$ cat src/rtl/ara_pkg.sv
// Shared cluster-level types and constants for the vector unit.
// Provides the cluster count and the per-cluster mask type.
package ara_pkg;

  localparam int unsigned NrClusters = 4;

  typedef logic [NrClusters-1:0] cluster_mask_t;

endpackage

$ cat src/rtl/vlsu_idx_sync_cnt.sv
// Single-cluster saturating up/down counter of unmatched completions.
// Ports: clk_i, rst_i (async high), clear_i, inc_i, dec_i,
//        cnt_o (registered count), overflow_o (sticky saturation flag).
module vlsu_idx_sync_cnt #(
  parameter int unsigned MaxOutstanding = 3,
  parameter int unsigned CntWidth = $clog2(MaxOutstanding + 1)
) (
  input  logic                clk_i,
  input  logic                rst_i,
  input  logic                clear_i,
  input  logic                inc_i,
  input  logic                dec_i,
  output logic [CntWidth-1:0] cnt_o,
  output logic                overflow_o
);

  localparam logic [CntWidth-1:0] CntMax = CntWidth'(MaxOutstanding);

  logic [CntWidth-1:0] cnt_d, cnt_q;
  logic                ovf_d, ovf_q;

  always_comb begin
    cnt_d = cnt_q;
    ovf_d = ovf_q;
    if (clear_i) begin
      cnt_d = '0;
      ovf_d = 1'b0;
    end else if (inc_i && !dec_i) begin
      if (cnt_q == CntMax) begin
        ovf_d = 1'b1;
      end else begin
        cnt_d = cnt_q + CntWidth'(1);
      end
    end else if (dec_i && !inc_i) begin
      // dec without inc only happens with cnt_q != 0; guard anyway
      if (cnt_q != '0) begin
        cnt_d = cnt_q - CntWidth'(1);
      end
    end
  end

  always_ff @(posedge clk_i or posedge rst_i) begin
    if (rst_i) begin
      cnt_q <= '0;
      ovf_q <= 1'b0;
    end else begin
      cnt_q <= cnt_d;
      ovf_q <= ovf_d;
    end
  end

  assign cnt_o      = cnt_q;
  assign overflow_o = ovf_q;

endmodule

$ cat src/rtl/vlsu_idx_sync.sv
// Cross-cluster barrier for indexed ops: fires one sync pulse to all
// VLSUs once every active cluster has an unmatched completion.
// Ports: clk_i, rst_i, idx_completed_i, cluster_active_i, clear_i,
//        idx_completed_sync_o, pending_cnt_o, overflow_o.
module vlsu_idx_sync #(
  parameter int unsigned NrClusters = ara_pkg::NrClusters,
  parameter int unsigned MaxOutstanding = 3,
  localparam int unsigned CntWidth = $clog2(MaxOutstanding + 1)
) (
  input  logic                           clk_i,
  input  logic                           rst_i,
  input  logic [NrClusters-1:0]          idx_completed_i,
  input  logic [NrClusters-1:0]          cluster_active_i,
  input  logic                           clear_i,
  output logic [NrClusters-1:0]          idx_completed_sync_o,
  output logic [NrClusters*CntWidth-1:0] pending_cnt_o,
  output logic                           overflow_o
);

  logic [NrClusters-1:0] inc;
  logic [NrClusters-1:0] dec;
  logic [NrClusters-1:0] avail;
  logic [NrClusters-1:0] ovf;
  logic                  fire;
  logic [CntWidth-1:0]   cnt [NrClusters];

  logic [NrClusters-1:0] sync_d, sync_q;

  assign inc = idx_completed_i & cluster_active_i;

  // inactive clusters count as available so they never block
  assign fire = (|cluster_active_i) &
                (&(avail | ~cluster_active_i));

  assign dec = {NrClusters{fire}} & cluster_active_i;

  for (genvar c = 0; c < NrClusters; c++) begin : g_cl
    assign avail[c] = (cnt[c] != '0) | inc[c];

    vlsu_idx_sync_cnt #(
      .MaxOutstanding (MaxOutstanding),
      .CntWidth       (CntWidth)
    ) i_cnt (
      .clk_i      (clk_i),
      .rst_i      (rst_i),
      .clear_i    (clear_i),
      .inc_i      (inc[c]),
      .dec_i      (dec[c]),
      .cnt_o      (cnt[c]),
      .overflow_o (ovf[c])
    );

    assign pending_cnt_o[c*CntWidth +: CntWidth] = cnt[c];
  end

  always_comb begin
    sync_d = {NrClusters{fire}};
    if (clear_i) begin
      sync_d = '0;
    end
  end

  always_ff @(posedge clk_i or posedge rst_i) begin
    if (rst_i) begin
      sync_q <= '0;
    end else begin
      sync_q <= sync_d;
    end
  end

  assign idx_completed_sync_o = sync_q;
  assign overflow_o           = |ovf;

endmodule

$ cat config.mk
export PLATFORM = sky130hd
export DESIGN_NAME = vlsu_idx_sync
export DESIGN_NICKNAME = d
export VERILOG_FILES = /design/src/rtl/ara_pkg.sv /design/src/rtl/vlsu_idx_sync_cnt.sv /design/src/rtl/vlsu_idx_sync.sv
export SDC_FILE = /design/constraint.sdc
export NUM_CORES = 1
export LEC_CHECK = 0
export ABC_AREA = 1
export CORE_ASPECT_RATIO = 1.75
export CORE_MARGIN = 2
export CORE_UTILIZATION = 30
export DETAILED_ROUTE_END_ITERATION = 6
export PLACE_DENSITY = 0.56
export RECOVER_POWER = 100
export SETUP_SLACK_MARGIN = 0.2
export SYNTH_ARGS = -nofsm -noshare
export SYNTH_HDL_FRONTEND = slang
export SYNTH_SLANG_ARGS = --single-unit
$ cat constraint.sdc
create_clock -name clk_i -period 2.7 [get_ports clk_i]
set_input_delay 0.54 -clock clk_i [delete_from_list [all_inputs] [get_ports clk_i]]
set_output_delay 0.54 -clock clk_i [all_outputs]
set_load 0.005 [all_outputs]
==> results of run 1 <==
## flip-flops by register name, indices dropped and copies added (netlist names)
name / cells
idx_completed_sync_o: 1
g_cl.i_cnt.cnt_o: 8
g_cl.i_cnt.overflow_o: 4
## synthesized netlist by cell type
cell type / number / area (sq um)
nand2_1: 55 / 206
nor2_1: 22 / 82.6
inv_1: 14 / 52.6
dfrtp_1: 13 / 325
nand3_1: 11 / 55.1
nor2_2: 5 / 31.3
o21ai_0: 5 / 25.0
nor3_1: 4 / 20.0
buf_4: 3 / 22.5
o21ai_2: 3 / 26.3
o21bai_1: 3 / 22.5
nand3_2: 2 / 20.0
nand4_1: 2 / 12.5
buf_1: 1 / 3.75
clkbuf_1: 1 / 3.75
nand2_2: 1 / 6.26
nand2_4: 1 / 11.3
nand3_4: 1 / 17.5
nor2_8: 1 / 20.0
nor3b_1: 1 / 7.51
## area by class of cell
cell class	count	share of cell area
Clock buffer	4	0.0359
Sequential cell	13	0.259
Inverter	14	0.0418
Tap cell	43	0.0428
Timing Repair Buffer	24	0.189
Multi-Input combinational cell	117	0.431
## per-layer routing
metal | vias to the layer above | track usage | wire, um
met5 | - | 0 | 0
li1 | 512 | - | -
met3 | 2 | 0.0205 | 50
met4 | 0 | 0.0611 | 27
met1 | 432 | 0.175 | 1000
met2 | 13 | 0.232 | 1190
## cell usage in the layout (no fill, tap or decap), types with 4 or more instances in the layout
master            n
clkdlybuf4s50_1   8
dfrtp_1          13
dlygate4sd3_1    15
inv_1            14
nand2_1          55
nand3_1          11
nor2_1           24
nor2_2            4
nor3_1            4
o21ai_0           6
## cell families (layout without fill, tap and decap cells)
kind of cell	count (synthesis)	in the layout	synth area share
DFF	13	13	0.335
buffers and inverters	19	42	0.0849
AOI/OAI and AO/OA	11	11	0.0759
and+or+nand+nor	106	106	0.505
## critical path, delay by kind of cell
kind / cells / cell delay (ns)
compound gates: 1 / 0.16
simple gates: 8 / 1.05
buf+inv: 1 / 0.59
## worst paths after layout
| kind | cells past startpoint | slack (ns) | end |
|---|---|---|---|
| max in group asynchronous | 2 | 1.59 | g_cl[3].i_cnt.cnt_o[1] |
| min in group asynchronous | 2 | 0.77 | g_cl[3].i_cnt.cnt_o[0] |
| max | 10 | 0.51 | g_cl[1].i_cnt.cnt_o[1] |
| max reg2reg | 9 | 1.01 | g_cl[1].i_cnt.cnt_o[1] |
| min reg2reg | 2 | 0.53 | g_cl[3].i_cnt.overflow_o |
| min | 2 | 0.53 | g_cl[3].i_cnt.overflow_o |
## metrics by stage
step / utilization / instances
after floorplan: - / 149
after global placement: 0.397 / 211
after detailed placement: 0.397 / 211
after CTS: 0.411 / 215
after global routing: 0.404 / 215
final: 0.404 / 215
## power by group
part	switching [uW]	internal [uW]
clock	69.6	104
combinational	256	214
sequential	67.3	250
==> out/metrics.cfg, run 1 <==
[layout]
multiInputGateArea_sq_um=542
n_fill_cell=359
layout.nets=184
drive_gt1_frac=0.0872
area_delta_synth_final_pct=29.2
antennaDiodeCount=0
final_cell_area_sq_um=1260
seq_area_sq_um=325

[global_routing]
grt_pass1_vias=900
grt_max_degree=14
gr-total-overflow=0
grt_antenna_before_repair=0
grt_pass1_wl_um=3860
grtUsageTotal=0.141

[pwr]
peakVddDrop_mv=0.324
leakagePower_uw=0.000669
power_density_nw_per_um2=765
power_uw=961

[critical_path]
critPathKind=in -> reg
required_ns=2.83
endpoint_kind=flop
startpoint=cluster_active_i[2]
worst_setup_path_start_kind=input pin
cp_max_fo=7
slowest_stage=dlygate4sd3_1
path_cells=dlygate4sd3_1, nand2_1, nand3_2, nand3_4, nor2_1, nor2_1, o21ai_0, nand2_1, nand2_1, nand2_1
slowest_delay_ns=0.59
r2r_start=g_cl[3].i_cnt.cnt_o[0]
crit_path_frequent_cell=nand2_1
cp.arrival_ns=2.33

[clock_network]
cts_made_buffers=3
cts-resized-gates=0
cts_sinks=13
cts-htree-levels=1
cts.path.max_buffers=2
postCtsHoldBufs=0
postCtsSetupRepairBufs=0
cts_tree=yes
insertion_delay_ns=0.24
cts-root-buf=clkbuf_8
clk_pin_slew_ns=0.06

[floorplan]
std_cell_rows=27
start_util=0.313
die_h_um=79.3
dieArea_sq_um=3730
io_pins=24
die_w_um=47.0
core_area_sq_um=3110

[yosys]
ys_types=20
synth_seq_cells=13
synth_nets=160
yosysSeqAreaShare=0.335
yosys_warnings=0
avgSynthCellArea_sq_um=6.52
netlist_area_sq_um=972
synth_cells=149

[timing]
hold_violations=0
fin_tns_setup_ns=0
period_needed_ns=2.19
rsz0062_at_grt=no
setup_viol=0
timing.final.crit_share=0.813
relSlewSlack=0.655
timing.fmax_mhz=456
fin_ws_ns=0.505
maxSlewViolCount=0
hold_slack_ns=0.531
worstMarginPinSlew_ns=0.517
clock-skew-final_ns=0.00436

[place]
place_ws_ns=0.623
io_buffers=23
dpl-instance-area_sq_um=1230
routabilityCongestion=0.779
post-dp-hpwl_um=1840

[worst_hold_path]
hold_start=g_cl[3].i_cnt.overflow_o
hold_class=reg -> reg

[detailed_routing]
wl_per_cell_um=10.5
viasPerCell=4.46
drt_iter0_markers=22
routed_wl_um=2270
detail-route-antenna-nets=0
drc=0
vias=959
drt-pass1-iter-count=4

[run_status]
status=complete, no violations

[job]
drv_cap=0

Power figures use the tool's default switching activity.
==> run 2, diff against run 1 <==
--- a/config.mk
+++ b/config.mk
@@ -10,7 +10,7 @@
 export CORE_MARGIN = 2
 export CORE_UTILIZATION = 30
 export DETAILED_ROUTE_END_ITERATION = 6
-export PLACE_DENSITY = 0.56
+export PLACE_DENSITY = 0.58
 export RECOVER_POWER = 100
 export SETUP_SLACK_MARGIN = 0.2
 export SYNTH_ARGS = -nofsm -noshare
==> constraint.sdc (replaced) <==
create_clock -name clk_i -period 1.8 [get_ports clk_i]
set_input_delay 0.36 -clock clk_i [delete_from_list [all_inputs] [get_ports clk_i]]
set_output_delay 0.36 -clock clk_i [all_outputs]
set_load 0.005 [all_outputs]
==> out/metrics.cfg, run 2 (same netlist as run 1, synthesis figures left out) <==
[layout]
area_delta_synth_final_pct=44.5
layout.nets=190
final_cell_area_sq_um=1410
layout_common_cells=nand2_1 (46), nor2_1 (19), inv_1 (13)
stdcell_count=221
drive_gt1_frac=0.236
largest_reg_flops=8
antennaDiodeCount=0
final_common_cell=nand2_1

[critical_path]
path_cells=dlygate4sd3_1
critPathKind=reg -> out
r2r_start=g_cl[0].i_cnt.cnt_o[0]
cp.arrival_ns=1.30
cp_max_fo=5
reg2reg_depth=10
reg2reg_to=g_cl[1].i_cnt.cnt_o[1]
required_ns=1.44
endpoint_kind=primary output
worst_setup_path_start_kind=flop
slowest_stage=dlygate4sd3_1
cp_top_family=buffers and inverters
slowest_delay_ns=0.60
reg2reg_slack_ns=0.22
path_buf_inv=1

[detailed_routing]
drt_iter0_markers=35
wl_per_cell_um=10.8
routed_wl_um=2380
detail-route-antenna-nets=0
drt-pass1-iter-count=4
drc=0
vias=1024
viasPerCell=4.63

[timing]
maxSlewViolCount=0
relSlewSlack=0.664
timing.final.crit_share=0.920
clock-skew-final_ns=0.00111
worstMarginPinSlew_ns=0.503
hold_violations=0
setup_viol=0
fin_tns_setup_ns=0
period_needed_ns=1.66
timing.fmax_mhz=604
rsz0062_at_grt=yes

[floorplan]
core_area_sq_um=3110
start_util=0.313
die_h_um=79.3
std_cell_rows=27
dieArea_sq_um=3730
io_pins=24
die_w_um=47.0

[pwr]
peakVddDrop_mv=0.494
power_switching_share=0.427
power_uw=1570
switching_power_uw=671
power_density_nw_per_um2=1120
power.internal_uw=899
seq_power_share=0.318
leakagePower_uw=0.000763
combPwrFrac=0.514
pwr-share-clk=0.168

[worst_hold_path]
hold_start=g_cl[2].i_cnt.overflow_o
hold_class=reg -> reg
hold_end=g_cl[2].i_cnt.overflow_o
min_delay_path_depth=2

[clock_network]
cts_made_buffers=3
cts_tree=yes
insertion_delay_ns=0.25
cts.path.max_buffers=2
cts_sinks=13
cts-root-buf=clkbuf_8
postCtsSetupRepairBufs=0
cts-htree-levels=1
clk_pin_slew_ns=0.05

[place]
routabilityCongestion=0.800
io_buffers=23
dpl-instance-area_sq_um=1280
post-dp-hpwl_um=1850
dp.cells=217

[global_routing]
gr-total-overflow=0
grt_max_degree=14
grt_pass1_wl_um=3750
grt_antenna_before_repair=0
grtUsageTotal=0.137
grt_pass1_vias=906

[run_status]
status=complete, no violations

[job]
drv_cap=0

==> run 2: cell count changes in the layout (fill, tap and decap cells not counted), moves of 3 or more <==
| cell | delta |
|---|---|
| nor2_4 | +4 |
| clkdlybuf4s50_1 | -6 |
| nor2_1 | -5 |
| nand2_1 | -9 |
| nand2_2 | +8 |
| dlymetal6s2s_1 | +6 |
| buf_4 | +6 |
| dlygate4sd3_1 | -3 |
==> run 2: timing repair <==
item,CTS,global route
endpoints found under the setup margin,7,14
gates cloned,0,0
endpoints found under the hold margin,0,0
resized for setup,5,32
hold buffers,0,0
pin swaps,2,8
==> run 2: routing by layer <==
layer / vias to the layer above / track usage / part of all wire
met5: - / 0 / 0
met4: 0 / 0.0806 / 0.034
met3: 7 / 0.0136 / 0.030
met2: 20 / 0.221 / 0.54
met1: 469 / 0.169 / 0.39
li1: 528 / - / -
==> run 2: how the worst max path moves through the flow <==
stage / startpoint / end / slack (ns) / cells after the start
detailed placement: cluster_active_i[1] / g_cl[0].i_cnt.cnt_o[1] / -0.07 / 10
global route: g_cl[0].i_cnt.cnt_o[0] / g_cl[1].i_cnt.cnt_o[1] / 0.05 / 10
floorplan: g_cl[2].i_cnt.cnt_o[0] / g_cl[0].i_cnt.cnt_o[0] / 0.48 / 10
global placement: cluster_active_i[1] / g_cl[0].i_cnt.cnt_o[0] / -0.07 / 10
finish: g_cl[2].i_cnt.cnt_o[0] / pending_cnt_o[4] / 0.14 / 1
CTS: cluster_active_i[3] / g_cl[0].i_cnt.cnt_o[1] / 0.20 / 11
==> run 2: cell type report <==
| class | count | area, sq um |
|---|---|---|
| fillers | 332 | 1700 |
| multi-input cells | 117 | 632 |
| flip-flops and latches | 13 | 327 |
| repair buffers | 30 | 295 |
| well taps | 43 | 53.8 |
| inverters | 14 | 52.6 |
| clock buffers | 4 | 45.0 |
==> run 2: metrics by stage <==
stage / worst slack [ns] / hold WS [ns] / util
after floorplan: 0.482 / 0.237 / -
after global placement: -0.0668 / 0.520 / 0.411
after detailed placement: -0.0726 / 0.526 / 0.411
after CTS: 0.195 / 0.460 / 0.427
after global routing: 0.0521 / 0.578 / 0.452
final: 0.144 / 0.531 / 0.452
==> run 2: power groups by stage <==
stage	sequential (uW)	clock [uW]	combinational [uW]
5_1_grt	520	284	914
6_report	499	263	807
2_1_floorplan	479	0	493
3_5_place_dp	486	0	795
4_1_cts	481	272	807
3_3_place_gp	481	0	783
